`config.mk`:
```
export PLATFORM = sky130hd
export DESIGN_NAME = uart_tx_arb
export DESIGN_NICKNAME = d
export VERILOG_FILES = /design/src/rtl/uart_pkg.sv /design/src/rtl/rr_arbiter.sv /design/src/rtl/uart_tx_arb.sv
export SDC_FILE = /design/constraint.sdc
export NUM_CORES = 1
export LEC_CHECK = 0
export CAP_MARGIN = 20
export CORE_MARGIN = 3
export CORE_UTILIZATION = 53
export DETAILED_ROUTE_END_ITERATION = 16
export PLACE_DENSITY = 0.86
export SKIP_CTS_REPAIR_TIMING = 1
export SLEW_MARGIN = 20
export SYNTH_ARGS = -nofsm -noshare
export SYNTH_HDL_FRONTEND = slang
export SYNTH_SLANG_ARGS = --single-unit
```
`constraint.sdc`:
```
create_clock -name clk -period 4.69 [get_ports clk]
set_input_delay 0.938 -clock clk [delete_from_list [all_inputs] [get_ports clk]]
set_output_delay 0.938 -clock clk [all_outputs]
set_load 0.005 [all_outputs]
```
`src/rtl/uart_pkg.sv`:
```
// Shared types and default sizing for the UART transmit arbiter.
package uart_pkg;

  // Transfer sequencing states.
  typedef enum logic [1:0] {
    IDLE      = 2'd0,
    STROBE    = 2'd1,
    WAIT_BUSY = 2'd2,
    WAIT_DONE = 2'd3
  } state_t;

  localparam int unsigned NUM_REQ_DEF = 4;
  localparam int unsigned STB_LEN_DEF = 4;
  localparam int unsigned BUSY_TO_DEF = 64;

endpackage

```
`src/rtl/rr_arbiter.sv`:
```
// Combinational round-robin selector: the first active request at or after
// ptr (wrapping) wins; output is one-hot, all zero when nothing is requested.
module rr_arbiter #(
  parameter int unsigned N  = 4,
  parameter int unsigned IW = (N > 1) ? $clog2(N) : 1
) (
  input  logic [N-1:0]  req,
  input  logic [IW-1:0] ptr,
  output logic [N-1:0]  winner
);

  logic [IW-1:0] idx;
  logic          found;

  // Scan from the pointer upward and take the first requester seen.
  always_comb begin
    winner = '0;
    found  = 1'b0;
    idx    = '0;
    for (int unsigned i = 0; i < N; i++) begin
      idx = IW'((32'(ptr) + i) % N);
      if (!found && req[idx]) begin
        winner[idx] = 1'b1;
        found       = 1'b1;
      end
    end
  end

endmodule

```
`src/rtl/uart_tx_arb.sv`:
```
// Shares one uart_tx transmitter among NUM_REQ requesters: grants round-robin,
// strobes tx_int for STB_LEN cycles, then tracks tx_busy to signal completion.
module uart_tx_arb
  import uart_pkg::*;
#(
  parameter int unsigned NUM_REQ = NUM_REQ_DEF,
  parameter int unsigned STB_LEN = STB_LEN_DEF,
  parameter int unsigned BUSY_TO = BUSY_TO_DEF
) (
  input  logic                   clk,
  input  logic                   rst,
  input  logic [NUM_REQ-1:0]     req,
  input  logic [8*NUM_REQ-1:0]   req_data,
  output logic [NUM_REQ-1:0]     gnt,
  output logic [NUM_REQ-1:0]     done,
  output logic [7:0]             tx_data,
  output logic                   tx_int,
  input  logic                   tx_busy,
  output logic                   err_to
);

  localparam int unsigned IW = (NUM_REQ > 1) ? $clog2(NUM_REQ) : 1;
  localparam int unsigned SW = $clog2(STB_LEN + 1);
  localparam int unsigned TW = $clog2(BUSY_TO + 1);

  state_t               state_q, state_d;
  logic [NUM_REQ-1:0]   gnt_d, done_d;
  logic [7:0]           tx_data_d;
  logic                 tx_int_d, err_to_d;
  logic [SW-1:0]        stb_cnt, stb_cnt_d;
  logic [TW-1:0]        to_cnt, to_cnt_d;
  logic [IW-1:0]        ptr, ptr_d;
  logic [IW-1:0]        win_idx, win_idx_d;

  logic [NUM_REQ-1:0]   arb_win;
  logic [IW-1:0]        arb_idx;
  logic [7:0]           arb_data;

  rr_arbiter #(
    .N  (NUM_REQ),
    .IW (IW)
  ) u_rr_arbiter (
    .req    (req),
    .ptr    (ptr),
    .winner (arb_win)
  );

  // Index and byte of the arbiter's current pick.
  always_comb begin
    arb_idx  = '0;
    arb_data = 8'h00;
    for (int unsigned i = 0; i < NUM_REQ; i++) begin
      if (arb_win[i]) begin
        arb_idx  = IW'(i);
        arb_data = req_data[8*i +: 8];
      end
    end
  end

  // Next-state and next-output logic; all outputs are registered below.
  always_comb begin
    state_d   = state_q;
    gnt_d     = gnt;
    done_d    = '0;
    tx_data_d = tx_data;
    tx_int_d  = tx_int;
    err_to_d  = 1'b0;
    stb_cnt_d = stb_cnt;
    to_cnt_d  = to_cnt;
    ptr_d     = ptr;
    win_idx_d = win_idx;

    case (state_q)
      IDLE: begin
        // A transmitter still busy from earlier traffic holds off new grants.
        if (|req && !tx_busy) begin
          gnt_d     = arb_win;
          tx_data_d = arb_data;
          win_idx_d = arb_idx;
          tx_int_d  = 1'b1;
          stb_cnt_d = SW'(1);
          state_d   = STROBE;
        end
      end

      STROBE: begin
        if (stb_cnt == SW'(STB_LEN)) begin
          tx_int_d = 1'b0;
          to_cnt_d = '0;
          state_d  = WAIT_BUSY;
        end else begin
          stb_cnt_d = stb_cnt + SW'(1);
        end
      end

      WAIT_BUSY: begin
        if (tx_busy) begin
          state_d = WAIT_DONE;
        end else if (to_cnt >= TW'(BUSY_TO - 1)) begin
          // Transmitter never started: finish the transfer with an error flag.
          to_cnt_d = TW'(BUSY_TO);
          err_to_d = 1'b1;
          done_d   = gnt;
          gnt_d    = '0;
          ptr_d    = IW'((32'(win_idx) + 32'd1) % NUM_REQ);
          state_d  = IDLE;
        end else begin
          to_cnt_d = to_cnt + TW'(1);
        end
      end

      WAIT_DONE: begin
        if (!tx_busy) begin
          done_d  = gnt;
          gnt_d   = '0;
          ptr_d   = IW'((32'(win_idx) + 32'd1) % NUM_REQ);
          state_d = IDLE;
        end
      end

      default: begin
        gnt_d    = '0;
        tx_int_d = 1'b0;
        state_d  = IDLE;
      end
    endcase
  end

  // State and output registers with synchronous reset.
  always_ff @(posedge clk) begin
    if (rst) begin
      state_q <= IDLE;
      gnt     <= '0;
      done    <= '0;
      tx_data <= 8'h00;
      tx_int  <= 1'b0;
      err_to  <= 1'b0;
      stb_cnt <= '0;
      to_cnt  <= '0;
      ptr     <= '0;
      win_idx <= '0;
    end else begin
      state_q <= state_d;
      gnt     <= gnt_d;
      done    <= done_d;
      tx_data <= tx_data_d;
      tx_int  <= tx_int_d;
      err_to  <= err_to_d;
      stb_cnt <= stb_cnt_d;
      to_cnt  <= to_cnt_d;
      ptr     <= ptr_d;
      win_idx <= win_idx_d;
    end
  end

endmodule

```
==> results.py <==
metrics = {
    "synth": {
        "synth-edff-count": 0,
        "synth_warnings": 0,
        "syn-num-nets": 311,
        "synth_area_um2": 2290,
        "synth_cells": 262,
        "synth_top_area_share_pct": 29.7,
        "synthDistinctLibCells": 52,
        "synth.top_cells.by_area": "dfxtp_1, nor2_1, ha_1, o211ai_2, a221oi_1",
        "yosysTopAreaCell": "dfxtp_1",
        "synth_seq_cells": 34,
        "synth_area_per_cell_um2": 8.74,
        "synthFlopType": "dfxtp_1",
        "ys_seq_area_share_pct": 29.7,
        "ys_async_sr_fraction_pct": 0,
    },
    "setup_path": {
        "worstPathRequired_ns": 4.87,
        "start_kind": "register",
        "critical_path_class": "reg -> reg",
        "cp_slowest_cell": "dfxtp_1",
        "arrival_ns": 3.50,
        "end_kind": "register",
        "crit_chain": "inv_1 -> ha_1 -> mux2_2 -> and3_1 -> o311a_1 -> or2_1 -> o211ai_2 -> o211ai_1",
        "cp_max_fo": 14,
        "max_stage_delay_ns": 0.64,
    },
    "route": {
        "met3_length_um": 499,
        "num_vias": 2160,
        "ant_nets": 0,
        "via_per_inst": 5.93,
        "top_layer_used": "met4",
        "wl_per_cell_um": 16.5,
        "wl_um": 6000,
        "drc": 0,
        "drtPass1Iterations": 4,
        "drtIter0Drc": 186,
        "met2_length_um": 2860,
        "wl_met1_um": 2520,
    },
    "final_layout": {
        "final_nets": 362,
        "final_layout_size_suffix_gt1_share_pct": 9.55,
        "num_antenna_cells": 0,
        "fillerInstances": 344,
        "area_growth_syn_to_layout_pct": 29.0,
        "multi_input_area_um2": 1480,
        "layout_commonest_cell": "clkdlybuf4s50_1",
        "final-seq-area_um2": 681,
        "layout_common_cells": "clkdlybuf4s50_1, nor2_1, dfxtp_1, nand2_1, inv_1",
    },
    "sta": {
        "timing.final.ws_setup_ns": 1.37,
        "hold_viol": 0,
        "rsz0062_at_grt": "false",
        "fmax_mhz": 301,
        "period_share_pct": 70.8,
        "slew_headroom_pct": 53.3,
        "setup_viol": 0,
        "tns_ns": 0,
        "clock_skew_ns": 0.00486,
        "final_max_slew_viol_count": 0,
        "tightest_slew_ns": 0.698,
        "fin_crit_ns": 3.32,
    },
    "floorplanning": {
        "dieWidth_um": 71.7,
        "initial_utilization_pct": 56.0,
        "die_area_um2": 5150,
        "rows": 23,
        "io_pins": 57,
        "dieHeight_um": 71.7,
        "core_area_um2": 4090,
    },
    "clock_network": {
        "cts.sinks": 34,
        "htreeDepth": 2,
        "cts_made_buffers": 5,
        "cts.path.max_buffers": 2,
        "cts_tree": "yes",
        "worstSkewPairLatency_ns": 0.30,
        "cts.clk_slew.worst_paths_ns": 0.07,
        "cts-root-buf": "clkbuf_8",
    },
    "worst_hold_path": {
        "hp-class": "reg -> reg",
    },
    "grt": {
        "overflow": 0,
        "track_usage_pct": 24.9,
        "grt_max_degree": 22,
        "grt_antenna_before_repair": 0,
        "grt_pass1_vias": 2100,
        "grt_pass1_wl_um": 10100,
    },
    "pwr": {
        "powerDensity_nw_per_um2": 244,
        "ir_drop_uv": 373,
        "leakagePower_nw": 1.11,
    },
    "placement": {
        "dp_slack_ns": 1.13,
        "hpwl_um": 4340,
        "gp_congestion": 0.881,
        "portBuffers": 56,
    },
    "status": {
        "status": "finished clean",
    },
    "run": {
        "max_cap_violations": 0,
    },
}
## power breakdown
| group | internal (mW) | leakage [nW] | total, mW | switching (mW) |
|---|---|---|---|---|
| Combinational | 0.0716 | 0.780 | 0.135 | 0.0639 |
| Clock | 0.158 | 0.0504 | 0.276 | 0.118 |
| Sequential | 0.300 | 0.277 | 0.308 | 0.00811 |
## final timing paths
| check | endpoint | slack (ns) | startpoint | cells past startpoint |
|---|---|---|---|---|
| setup reg to reg | tx_data[2] | 1.37 | ptr[0] | 8 |
| hold / removal | tx_data[1] | 0.47 | tx_data[1] | 2 |
| setup / recovery | tx_data[2] | 1.37 | ptr[0] | 8 |
| hold reg to reg | tx_data[1] | 0.47 | tx_data[1] | 2 |
## metal layers
metal | global-route usage (%) | up-vias
li1 | - | 1069
met1 | 29.1 | 983
met2 | 42.7 | 95
met3 | 6.87 | 13
met4 | 10.6 | 0
met5 | 0 | -
## kinds of logic (layout without fill, tap and decap cells)
logic type	after synthesis	in the layout	share of synthesized area, %
buf+inv	26	78	5.90
flops	34	34	29.7
mux	10	10	6.12
xor+xnor	6	6	2.30
simple gates	86	86	18.4
compound gates	90	90	32.1
fa+ha+maj	10	10	5.46
## worst max-delay path, delay by kind of cell (launching register included)
family | cells | cell delay [ns]
flip-flops | 1 | 0.64
multiplexers | 1 | 0.40
AO/OA/AOI/OAI | 3 | 0.84
buffers and inverters | 1 | 0.21
AND/OR/NAND/NOR | 2 | 0.64
adder cells (fa/ha/maj) | 1 | 0.47
## Yosys cell counts, types with 3 or more instances
cell	count
and3_1	4
a41oi_1	8
buf_6	4
inv_1	13
nor2_1	37
o21ai_0	11
nand2_1	17
ha_1	10
nor4_1	3
a21boi_0	8
nor2b_1	3
o21bai_1	9
nand2b_1	5
dfxtp_1	34
a221oi_1	8
o211ai_2	8
a21oi_1	7
clkbuf_1	4
o211ai_1	8
and2_1	5
mux2i_1	5
xor2_1	4
mux4_2	3
a22oi_1	5
## state kept, by name, indices dropped and copies added (netlist names)
name     flops
done         4
err_to       1
gnt          4
ptr          2
state_q      2
stb_cnt      3
to_cnt       7
tx_data      8
tx_int       1
win_idx      2
## cell type report
class	instances	share of cell area (%)
Multi-Input combinational cell	202	50.1
Sequential cell	34	23.0
Timing Repair Buffer	57	19.2
Clock buffer	5	2.33
Tap cell	50	2.12
Inverter	13	1.65
Clock inverter	3	1.52
## per-stage QoR
step | power, mW | std cells | hold WS, ns | cell area (µm²) | util, %
global placement | 0.446 | 356 | 0.454 | 2840 | 69.5
detailed placement | 0.448 | 356 | 0.460 | 2840 | 69.5
global route | 0.751 | 364 | 0.502 | 2950 | 72.3
floorplan | 0.383 | 262 | 0.437 | 2290 | -
finish | 0.719 | 364 | 0.473 | 2950 | 72.3
CTS | 0.723 | 364 | 0.477 | 2950 | 72.3
Power figures use the tool's default switching activity.
==> patch 1, RTL diff (same flow settings) <==
Take the reset off `tx_data` and load it in a clocked block of its own.
--- a/src/rtl/uart_tx_arb.sv
+++ b/src/rtl/uart_tx_arb.sv
@@ -132,7 +132,6 @@
       state_q <= IDLE;
       gnt     <= '0;
       done    <= '0;
-      tx_data <= 8'h00;
       tx_int  <= 1'b0;
       err_to  <= 1'b0;
       stb_cnt <= '0;
@@ -143,7 +142,6 @@
       state_q <= state_d;
       gnt     <= gnt_d;
       done    <= done_d;
-      tx_data <= tx_data_d;
       tx_int  <= tx_int_d;
       err_to  <= err_to_d;
       stb_cnt <= stb_cnt_d;
@@ -153,5 +151,9 @@
     end
   end
 
+  always_ff @(posedge clk) begin
+    tx_data <= tx_data_d;
+  end
+
 endmodule
 
Function: changed (Yosys sat finds a counterexample within 4 cycles, from zero or initial values and one cycle with rst high).
==> patch 1 against the unedited design <==
- cell area shrank 9.1%
- total power shrank 11%
- cell count shrank 14%
- via count shrank 18%
- wire length shrank 23%
- area after synthesis shrank 9.9%
- synthesized cell count shrank 19%
- sequential share of layout area grew 5.3 points
- sequential cell count is the same
- setup slack lost 0.067 ns
- critical path type is now primary input to flip-flop
- critical endpoint is now tx_data[6]$_DFFE_PP_
==> patch 1: results (changes against the unedited design) <==
[outcome]
status=completed

[setup_path]
regToRegSetupSlack_ns=1.35  ; -0.02 ns
startpoint_type=primary input
critPathArrivalTime_ns=3.40  ; -0.10 ns
slowest_delay_ns=0.58  ; -0.06 ns
r2r-end=tx_data[7]$_DFFE_PP_
crit_fanout=9  ; -5
critical-path-slowest-cell=mux4_2
crit_path_start=req[0]

[cells_and_area]
multiInputGateArea_um2=1150  ; -22%
seq_cell_count=34  ; unchanged
layout.cells.non_filler=314  ; -14%
synthToLayoutAreaGrowth_pct=30.2
num-nonclk-buffers=59  ; +3.5%
nFillCells=267  ; -22%
clkbuf_count=6  ; +1
drive_gt1_share_pct=10.2  ; +0.60 points
final-clk-cell-share_pct=3.03  ; -0.83 points
multi_input_cells=152  ; -25%
ff_latch_area_um2=761  ; +12%

[place]
gp_congestion=0.761  ; -14%
dpl-instance-area_um2=2600  ; -8.3%
hpwl_um=3420  ; -21%
dp_slack_ns=1.05  ; -0.0790 ns

[power_and_ir_drop]
switchingPower_uw=156  ; -18%
peakVddDrop_mv=0.112  ; -70%
pwr-share-clk_pct=31.1  ; -7.2 points
pg_seq_uw=321  ; +4%
p_leak_uw=0.00100  ; -9.7%
p_per_area_nw_per_um2=239  ; -1.7%

[logic_synthesis]
ys_seq_area_share_pct=36.9  ; +7.2 points
syn-num-nets=261  ; -16%
synth-edff-count=8  ; +8
netlist_top_cells_area=dfxtp_1 (25%), edfxtp_1 (12%), ha_1 (6.1%), a221oi_2 (5.8%), nor2_1 (4.7%)
yosysUniqueCellTypes=50  ; -3.8%
synth_common_cells=dfxtp_1 (26), nor2_1 (26), inv_1 (13), ha_1 (10), nand2_1 (9)
avgSynthCellArea_um2=9.73  ; +11%

[clock_network]
clock_latency_ns=0.29
clockBufferDepth=2  ; unchanged

[timing]
clock_skew_ns=0.00450  ; -0.000361 ns
max_freq_mhz=295  ; -2.0%
worst_hold_slack_ns=0.490  ; +0.0174 ns
max-slew-margin-rel_pct=52.5  ; -0.82 points

[worst_hold_path]
min_to=to_cnt[5]$_SDFFE_PP0P_
hp-start=to_cnt[5]$_SDFFE_PP0P_

[grt]
grt_pass1_wl_um=7280  ; -28%
first_global_vias=1616  ; -23%
gr-usage-all-layers_pct=21.1  ; -3.8 points
grt_max_degree=21  ; -4.5%

[route]
wl_per_cell_um=14.6  ; -11%

[floorplan]
placeableCoreArea_um2=3720  ; -9.1%

==> patch 1: cell count changes after synthesis, sizes merged, moves of 5 or more <==
cell	before	now
a21boi	8	2
o211ai	16	2
o21bai	9	1
and2b	0	8
nand2	17	9
a32oi	0	8
edfxtp	0	8
o21ai	13	4
a41oi	8	0
nor2	39	26
nor3	2	7
dfxtp	34	26
a22oi	5	0
==> patch 1: layer usage <==
layer  routed length [µm]  part of all wire (%)  up-vias  global-route usage (%)
met1                 2040                    44      843                    26.9
met2                 2320                    51       36                    32.9
met4                   85                   1.8        0                    9.18
met5                    0                     0        -                       0
li1                     -                     -      882                       -
met3                  150                   3.3        7                    6.24
==> patch 1: cell families (layout without fill, tap and decap cells) <==
family                   after synthesis  after routing  synth area share [%]
multiplexers                           6              6                  4.13
AND/OR/NAND/NOR                       79             79                  20.8
XOR/XNOR                               6              6                  2.55
flip-flops                            34             34                  36.9
buffers and inverters                 26             80                  7.28
adder cells (fa/ha/maj)               10             10                  6.07
AO/OA/AOI/OAI                         51             51                  22.3
==> patch 2, RTL diff (same settings) <==
Made on the original files. `BUSY_TO_DEF`: 64 -> 128.
--- a/src/rtl/uart_pkg.sv
+++ b/src/rtl/uart_pkg.sv
@@ -11,7 +11,7 @@
 
   localparam int unsigned NUM_REQ_DEF = 4;
   localparam int unsigned STB_LEN_DEF = 4;
-  localparam int unsigned BUSY_TO_DEF = 64;
+  localparam int unsigned BUSY_TO_DEF = 128;
 
 endpackage
 
Behaviour: no difference found for any inputs over 10 cycles, from zero or initial values and one cycle with rst high; that may be too few to reach the edited logic, so the function may still have changed.
==> patch 2 against the unedited design <==
- clock skew shrank 0.0032 ns
- non-clock buffer count grew 1
- total power shrank 7.1%
- sequential cell count grew 1
- via count grew 1.0%
- setup slack lost 0.081 ns
- count of clock-buffer cells in the layout grew 2
- global-route usage shrank 1.3 points
- combinational power grew 5%
- sequential power grew 4%
- clock power shrank 26%
- area after synthesis shrank 1.4%
- cell area shrank 1.7%
- wire length shrank 3.0%
- critical endpoint is now win_idx[0]$_SDFFE_PP0P_
- largest cell class unchanged
- largest power group unchanged
==> patch 2: results (changes against the unedited design) <==
[worst_hold_path]
min_to=tx_data[3]$_SDFFE_PP0P_
hp-start=tx_data[3]$_SDFFE_PP0P_

[logic_synthesis]
synth.area.mux_share_pct=4.38  ; -1.7 points
synthAdderAreaFrac_pct=5.54  ; +0.079 points
yosysUniqueCellTypes=49  ; -5.8%
ys_seq_area_share_pct=31.0  ; +1.3 points
syn-num-nets=314  ; +0.96%
avgSynthCellArea_um2=8.52  ; -2.5%
synth_compound_area_share_pct=30.7  ; -1.4 points
netlist_top_cells_area=dfxtp_1 (31%), ha_1 (5.5%), o211ai_1 (5.3%), nor2_1 (4.7%), a221oi_1 (3.1%)
synthXorXnorAreaFrac_pct=2.72  ; +0.42 points
synth_common_cells=dfxtp_1 (35), nor2_1 (28), nand2_1 (18), o211ai_1 (16), inv_1 (15)

[place]
hpwl_um=4310  ; -0.66%
place_inst=359  ; +0.84%
gp_congestion=0.858  ; -2.5%
dp_slack_ns=0.975  ; -0.157 ns

[cells_and_area]
nFillCells=331  ; -3.8%
sh_seq_area_pct=24.1  ; +1.1 points
clkbuf_count=7  ; +2
nNetsFinal=365  ; +0.83%
inv_count=15  ; +2
multiInputGateArea_um2=1430  ; -3.6%
buf_share_pct=19.8  ; +0.60 points
final-clk-cell-share_pct=2.80  ; -1.1 points
multi_input_cells=201  ; -0.50%
top_regs=to_cnt: 8 flops, tx_data: 8 flops
num-nonclk-buffers=58  ; +1.8%

[power_and_ir_drop]
peakVddDrop_mv=0.264  ; -29%
p_leak_uw=0.00110  ; -0.87%
internal_power_uw=490  ; -7.5%

[outcome]
status=completed

[grt]
gr-usage-all-layers_pct=23.6  ; -1.3 points

[timing]
clock_skew_ns=0.00168  ; -0.00318 ns
fin_ws_ns=1.29  ; -0.0805 ns
tightest_slew_ns=0.711  ; +0.0127 ns

[setup_path]
path_class=primary input to flip-flop
r2r-end=tx_data[7]$_SDFFE_PP0P_
critPathArrivalTime_ns=3.55  ; +0.05 ns
critical-path-slowest-cell=mux4_2
cpLargestDelayFamily=simple AND/OR/NAND/NOR gates
r2r_cells=8  ; unchanged
crit_path_start=req[3]
crit_fanout=10  ; -4
crit_end=win_idx[0]$_SDFFE_PP0P_

[route]
via_per_inst=5.95  ; +0.19%
dr_total_vias=2182  ; +1.0%
dr.first_iter.drc_count=264  ; +42%
routed_wl_um=5820  ; -3.0%
firstDrtPassIters=6  ; +2

[clock_network]
clock_latency_ns=0.28  ; -0.02 ns

-- patch 2: through the flow --
step                      hold slack (ns)  instance area, µm²  utilization, %  power (µW)
after floorplan                     0.467                2260               -         399
after global placement              0.458                2820            69.5         465
after detailed placement            0.464                2820            69.5         468
after CTS                           0.479                2900            71.5         673
after global routing                0.495                2900            71.5         698
final                               0.479                2900            71.5         669
-- patch 2: power groups by stage --
stage | clock network (µW) | registers, µW | logic, µW
floorplan | 0 | 327 | 72.1
detailed placement | 0 | 328 | 141
finish | 205 | 321 | 142
CTS | 210 | 321 | 142
global route | 220 | 322 | 156
global placement | 0 | 327 | 138
-- patch 2: metal layers --
metal	global-route usage (%)	share of wire [%]
met1	31.8	44
met2	38.6	47
met3	5.19	8.2
met4	6.05	0.76
met5	0	0
-- patch 2: worst register-to-register path: stages, from the launching register on --
cell and delay, ns:
dfxtp_1 0.65, inv_1 0.21, ha_1 0.41, mux2_2 0.39, and3_1 0.19, o311a_1 0.45, nor2_1 0.57, a41oi_1 0.24
o211ai_1 0.21
